### src/rtl/control_sequencer.sv
// Hard-wired control unit for the single-bus datapath: fetch T0-T2, per-opcode execute T3-T7.
// Optional CU_SINGLE_STEP_EN adds a Step input and a WAIT_STEP state between instructions.
module control_sequencer #(
    parameter int unsigned      OPC_W   = 5,
    parameter logic [OPC_W-1:0] ADD_OPC = 5'b00011
) (
    input  logic             Clock,
    input  logic             clear,
    input  logic [31:0]      IR,
    input  logic             CON_FF,
    input  logic             Stop,
`ifdef CU_SINGLE_STEP_EN
    input  logic             Step,
`endif
    output logic             Read,
    output logic             Write,
    output logic             IncPC,
    output logic [OPC_W-1:0] opcode,
    output logic             Gra,
    output logic             Grb,
    output logic             Grc,
    output logic             Rin,
    output logic             Rout,
    output logic             BAout,
    output logic             HIin,
    output logic             LOin,
    output logic             Yin,
    output logic             Zin,
    output logic             PCin,
    output logic             IRin,
    output logic             MARin,
    output logic             MDRin,
    output logic             Inportin,
    output logic             Outportin,
    output logic             CONin,
    output logic             HIout,
    output logic             LOout,
    output logic             Zhighout,
    output logic             Zlowout,
    output logic             PCout,
    output logic             MDRout,
    output logic             Inportout,
    output logic             Cout,
    output logic             Run,
    output logic             instr_done,
    output logic             illegal
);

    typedef enum logic [3:0] {
        RST, T0, T1, T2, T3, T4, T5, T6, T7, HALTED, STOPPED
`ifdef CU_SINGLE_STEP_EN
        , WAIT_STEP
`endif
    } state_t;

    typedef enum logic [3:0] {
        C_ALU3, C_IMM, C_LDI, C_LD, C_ST, C_MULDIV, C_NEGNOT, C_BR,
        C_JR, C_IN, C_OUT, C_MFHI, C_MFLO, C_NOP, C_HALT, C_ILL
    } cls_t;

    state_t           state_q, state_d, fin_state;
    cls_t             cls;
    logic             last;
    logic [OPC_W-1:0] op;
    logic             unused_ir_bits;

    assign op             = IR[31 -: OPC_W];
    assign unused_ir_bits = ^IR[31-OPC_W:0];

`ifdef CU_SINGLE_STEP_EN
    logic step_q, step_prev_q, step_rise;
    assign step_rise = step_q & ~step_prev_q;
`endif

    always_comb begin
        case (op) inside
            5'd0:           cls = C_LD;
            5'd1:           cls = C_LDI;
            5'd2:           cls = C_ST;
            [5'd3:5'd10]:   cls = C_ALU3;
            [5'd11:5'd13]:  cls = C_IMM;
            5'd14, 5'd15:   cls = C_MULDIV;
            5'd16, 5'd17:   cls = C_NEGNOT;
            5'd18:          cls = C_BR;
            5'd19:          cls = C_JR;
            5'd21:          cls = C_IN;
            5'd22:          cls = C_OUT;
            5'd23:          cls = C_MFHI;
            5'd24:          cls = C_MFLO;
            5'd25:          cls = C_NOP;
            5'd26:          cls = C_HALT;
            default:        cls = C_ILL;
        endcase
    end

    always_comb begin
        case (state_q)
            T3:      last = cls inside {C_JR, C_IN, C_OUT, C_MFHI, C_MFLO, C_NOP, C_HALT, C_ILL};
            T4:      last = (cls == C_NEGNOT);
            T5:      last = cls inside {C_ALU3, C_IMM, C_LDI};
            T6:      last = cls inside {C_MULDIV, C_BR};
            T7:      last = 1'b1;
            default: last = 1'b0;
        endcase
        // Halt beats Stop; Stop beats single-step waiting.
        if (cls == C_HALT)  fin_state = HALTED;
        else if (Stop)      fin_state = STOPPED;
        else
`ifdef CU_SINGLE_STEP_EN
                            fin_state = WAIT_STEP;
`else
                            fin_state = T0;
`endif
    end

    always_comb begin
        {Read, Write, IncPC, Gra, Grb, Grc, Rin, Rout, BAout, HIin, LOin, Yin, Zin, PCin,
         IRin, MARin, MDRin, Inportin, Outportin, CONin, HIout, LOout, Zhighout, Zlowout,
         PCout, MDRout, Inportout, Cout, Run, illegal} = '0;
        opcode     = ADD_OPC;
        instr_done = last;
        state_d    = state_q;
        case (state_q)
            RST: begin opcode = '0; state_d = T0; end
            T0:  begin Run = 1'b1; PCout = 1'b1; MARin = 1'b1; state_d = T1; end
            T1:  begin
                Run = 1'b1; Read = 1'b1; MDRin = 1'b1; PCin = 1'b1; IncPC = 1'b1;
                state_d = T2;
            end
            T2:  begin Run = 1'b1; MDRout = 1'b1; IRin = 1'b1; state_d = T3; end
            T3: begin
                Run = 1'b1;
                case (cls)
                    C_ALU3:                    begin Grb = 1'b1; Rout = 1'b1; Yin = 1'b1; end
                    C_IMM, C_LDI, C_LD, C_ST:  begin Grb = 1'b1; BAout = 1'b1; Yin = 1'b1; end
                    C_MULDIV:                  begin Gra = 1'b1; Rout = 1'b1; Yin = 1'b1; end
                    C_NEGNOT: begin Grb = 1'b1; Rout = 1'b1; Zin = 1'b1; opcode = op; end
                    C_BR:     begin Gra = 1'b1; Rout = 1'b1; CONin = 1'b1; end
                    C_JR:     begin Gra = 1'b1; Rout = 1'b1; PCin = 1'b1; end
                    C_IN:     begin Inportout = 1'b1; Gra = 1'b1; Rin = 1'b1; end
                    C_OUT:    begin Gra = 1'b1; Rout = 1'b1; Outportin = 1'b1; end
                    C_MFHI:   begin HIout = 1'b1; Gra = 1'b1; Rin = 1'b1; end
                    C_MFLO:   begin LOout = 1'b1; Gra = 1'b1; Rin = 1'b1; end
                    C_ILL:    illegal = 1'b1;
                    default:  ;
                endcase
                state_d = last ? fin_state : T4;
            end
            T4: begin
                Run = 1'b1;
                case (cls)
                    C_ALU3:       begin Grc = 1'b1; Rout = 1'b1; Zin = 1'b1; opcode = op; end
                    C_IMM:        begin Cout = 1'b1; Zin = 1'b1; opcode = op; end
                    C_LDI, C_LD, C_ST: begin Cout = 1'b1; Zin = 1'b1; end
                    C_MULDIV:     begin Grb = 1'b1; Rout = 1'b1; Zin = 1'b1; opcode = op; end
                    C_NEGNOT:     begin Zlowout = 1'b1; Gra = 1'b1; Rin = 1'b1; end
                    C_BR:         begin PCout = 1'b1; Yin = 1'b1; end
                    default:      ;
                endcase
                state_d = last ? fin_state : T5;
            end
            T5: begin
                Run = 1'b1;
                case (cls)
                    C_ALU3, C_IMM, C_LDI: begin Zlowout = 1'b1; Gra = 1'b1; Rin = 1'b1; end
                    C_LD, C_ST:           begin Zlowout = 1'b1; MARin = 1'b1; end
                    C_MULDIV:             begin Zlowout = 1'b1; LOin = 1'b1; end
                    C_BR:                 begin Cout = 1'b1; Zin = 1'b1; end
                    default:              ;
                endcase
                state_d = last ? fin_state : T6;
            end
            T6: begin
                Run = 1'b1;
                case (cls)
                    C_LD:     begin Read = 1'b1; MDRin = 1'b1; end
                    C_ST:     begin Gra = 1'b1; Rout = 1'b1; MDRin = 1'b1; end
                    C_MULDIV: begin Zhighout = 1'b1; HIin = 1'b1; end
                    C_BR:     begin Zlowout = CON_FF; PCin = CON_FF; end
                    default:  ;
                endcase
                state_d = last ? fin_state : T7;
            end
            T7: begin
                Run = 1'b1;
                case (cls)
                    C_LD:    begin MDRout = 1'b1; Gra = 1'b1; Rin = 1'b1; end
                    C_ST:    Write = 1'b1;
                    default: ;
                endcase
                state_d = fin_state;
            end
            HALTED:  ;
            STOPPED: if (!Stop) state_d = T0;
`ifdef CU_SINGLE_STEP_EN
            WAIT_STEP: if (step_rise) state_d = T0;
`endif
            default: state_d = RST;
        endcase
    end

    always_ff @(posedge Clock or negedge clear) begin
        if (!clear) begin
            state_q     <= RST;
`ifdef CU_SINGLE_STEP_EN
            step_q      <= 1'b0;
            step_prev_q <= 1'b0;
`endif
        end else begin
            state_q     <= state_d;
`ifdef CU_SINGLE_STEP_EN
            step_q      <= Step;
            step_prev_q <= step_q;
`endif
        end
    end

endmodule

### config.mk
export PLATFORM = sky130hd
export DESIGN_NAME = control_sequencer
export DESIGN_NICKNAME = d
export VERILOG_FILES = /design/src/rtl/control_sequencer.sv
export SDC_FILE = /design/constraint.sdc
export NUM_CORES = 1
export LEC_CHECK = 0
export CAP_MARGIN = 20
export CORE_AREA = 4 4 67 69
export DETAILED_ROUTE_END_ITERATION = 10
export DIE_AREA = 0 0 71 73
export GPL_TIMING_DRIVEN = 0
export PLACE_DENSITY = 0.73
export SETUP_SLACK_MARGIN = 0.2
export SLEW_MARGIN = 20
export SYNTH_ARGS = -nofsm -noshare
export SYNTH_HDL_FRONTEND = slang
export SYNTH_SLANG_ARGS = --single-unit
### constraint.sdc
create_clock -name Clock -period 2.2 [get_ports Clock]
set_clock_uncertainty 0.15 [all_clocks]
set_input_delay 0.33 -clock Clock [delete_from_list [all_inputs] [get_ports Clock]]
set_output_delay 0.33 -clock Clock [all_outputs]
set_load 0.02 [all_outputs]
==> run metrics <==
status finished with violations; failing checks negative setup slack; Cell Area, Synth 0.001135 mm^2; mux cell area share after synthesis 0.01323; adder-cell area share of the yosys netlist 0; row cnt 23; CP peak stage delay 0.40 ns; DRC viols 0; busiest grt layer met2; first-pass GRT wire length 8307 um; Die Ht 73 um; CP most frequent cell buf_6; Biggest register state_q; Net Count, Synth 216; full die area 0.005183 mm^2; hpwl dp 3031 um; nets@finish 307; grt met1 use 0.2832; ANT cells 0; max-slew violation count 0; Routed WL 6716 um; async set-reset flop share out of synthesis 1.000; Crit. End Element primary output; RR Startpoint state_q[2]; synthesized flop and latch total 4; Yosys top cell by area dfrtp_1; Power Density 913.3 mW/mm^2; slowest CP cell nor4b_1; VDD IR max 0.0008126 V; vias in the first global route 1694; reg2reg path depth 8; Leak 1.167 nW; final worst setup slack -0.3106 ns; number of routed nets with antenna violations 0; Synth Instances 180; Tcrit/Tclk final 1.141; CTS tree yes; CP startpoint kind primary input; Sink Count 4; IO Count 72; FF-to-FF End state_q[3]; GR Layer Usage met2 0.3079; crit-path cells buf_6 > buf_6 > buf_6 > buf_6 > nor4b_1 > nor4_2 > o32a_1 > nor2_2 > o211ai_1 > buf_4; area grow syn2layout 139.5%; Tot GR Track Use 0.1951; GP Congestion 0.9136; Congestion Overflow GR 0; critical path class primary input to primary output; area of the multi-input gates 0.001370 mm^2; Worst Hold Class primary input to asynchronous set/reset pin; Initial DRT Pass Iterations 5; Die Span X 71 um; XOR/XNOR Fraction of Synth Area 0.02315; initial DRC count 174; Vias 2003; layout cell share with drive strength beyond 1 0.6766; root buf cell clkbuf_8; Worst EP arrival 2.03 ns; Area contributors post-synth dfrtp_1 8.8%, nor2_1 7.6%, clkbuf_1 5.3%; DR WL/cell 21.05 um; library cells used by synthesis 54; GR Util met3 0.02066; final-layout fill cell count 266; MaxCap Viol Count 0; initial antenna violation count 0; Clock Tree Buf Depth 2; H-tree levels 1; Compound-Gate Fraction of Synth Area 0.3164; Syn. warnings 0; hold slack 0.1716 ns; Power, Total 2.482 mW; top_reg_cell synth dfrtp_1; largest family of logic cells by synthesized area simple AND/OR/NAND/NOR gates; Post-Synth Simple-Gate Area 0.4421; WP depth 10; Max Clk Rate 0.3983 GHz; number of synthesized flops with an enable pin 0; worst skew pair latency 0.21 ns; share of the synthesized area in the top cell type 0.08820; Syn Area/Cell 6.305 um^2; IO Port Bufs 42; Post-CTS Hold Buffers 0; CP top delay family simple AND/OR/NAND/NOR gates; vias per cell 6.279; r2r setup slk -0.11 ns; clk slew on worst S/H paths 0.03 ns; CP required 1.72 ns; Worst Path Max Fanout 4; initial core utilization 0.2900; CP bufs+invs 5; RSZ-0062 raised after global routing yes; TritonCTS Buffers 3; max FFs per register 4; sequential-to-total area share from yosys stat 0.08820; FF+latch area 103.9 um^2; setup violators final 14; min cycle time layout 2.511 ns; core area 0.003914 mm^2; Regs by FF count state_q (4); final hold violation count 0; largest net degree at the start of global routing 11
[synthesized netlist by cell type (3+ instances only)]
cell type,n
nor2_1,23
clkbuf_1,16
nand2_1,15
a21oi_1,11
o21ai_0,8
nand3_1,7
nor2b_1,7
nor3_1,7
inv_1,6
nand2b_1,6
a31oi_1,4
and3_1,4
dfrtp_1,4
a21o_1,3
and3b_1,3
o211ai_1,3
o22ai_1,3
[layout by cell type, fill, tap and decap left out, types with 4 or more instances in the layout]
cell      netlist  routed
buf_4           2      44
buf_6           2      40
nand2_1        15      11
nor2_1         23      10
nor2_4          0       9
clkbuf_8        0       7
nor3_4          0       6
a21oi_1        11       6
clkbuf_4        0       5
buf_8           0       4
nand2b_1        6       4
nor2_2          0       4
a31oi_1         4       4
o21ai_0         8       4
[final cells by class]
class                      count  area share
buffer                        22      0.1050
clock buffer                   3     0.01519
inverter                       6     0.01151
multi-input combinational    148      0.5041
sequential                     4     0.03821
tap                           50     0.02302
timing repair buffer          86      0.3029
[power breakdown]
part           internal [mW]  switching [mW]
clock network          0.116          0.0344
registers              0.112          0.0537
logic                   1.06            1.10
[cells by family (layout without fill, tap and decap cells)]
family                 after synthesis  after routing
AND/OR/NAND/NOR                     91             91
AO/OA/AOI/OAI                       52             52
buffers and inverters               28            117
flip-flops                           4              4
XOR/XNOR                             3              3
other                                1              1
multiplexers                         1              1
[metrics by stage]
stage               cell area (um^2)  utilization  setup TNS [ns]  setup slack, ns  std cells
detailed placement              1690       0.4319          -30.14           -1.155        272
floorplan                       1207            -               0          0.02185        180
global placement                1690       0.4319          -30.53           -1.203        272
global route                    2718       0.6944          -2.701          -0.4281        319
CTS                             2295       0.5863         -0.6764          -0.2127        306
finish                          2718       0.6944          -1.335          -0.3106        319
[layer usage]
metal,vias to the layer above,wire length [um]
met5,-,0
met4,0,369
met3,55,729
met2,183,2988
met1,926,2628
li1,839,-
[what timing repair did]
| action | CTS | global route |
|---|---|---|
| endpoints found under the setup margin | 39 | 38 |
| pin swaps | 27 | 26 |
| endpoints found under the hold margin | 0 | 0 |
| buffers inserted | 31 | 13 |
| resized for setup | 301 | 82 |
[worst reg2reg max path, delay by kind of cell (launching register included)]
kind,cells,cell delay (ns)
AOI/OAI and AO/OA,1,0.32
muxes,1,0.29
buffers and inverters,3,0.40
DFF,1,0.44
and+or+nand+nor,3,0.59
[worst max-delay path by stage]
stage	start	end
6_report	IR[29]	Gra
5_1_grt	IR[29]	Gra
4_1_cts	IR[29]	instr_done
3_5_place_dp	IR[31]	Rout
3_3_place_gp	IR[31]	Rout
2_1_floorplan	IR[30]	state_q[3]
Power figures use the tool's default switching activity.
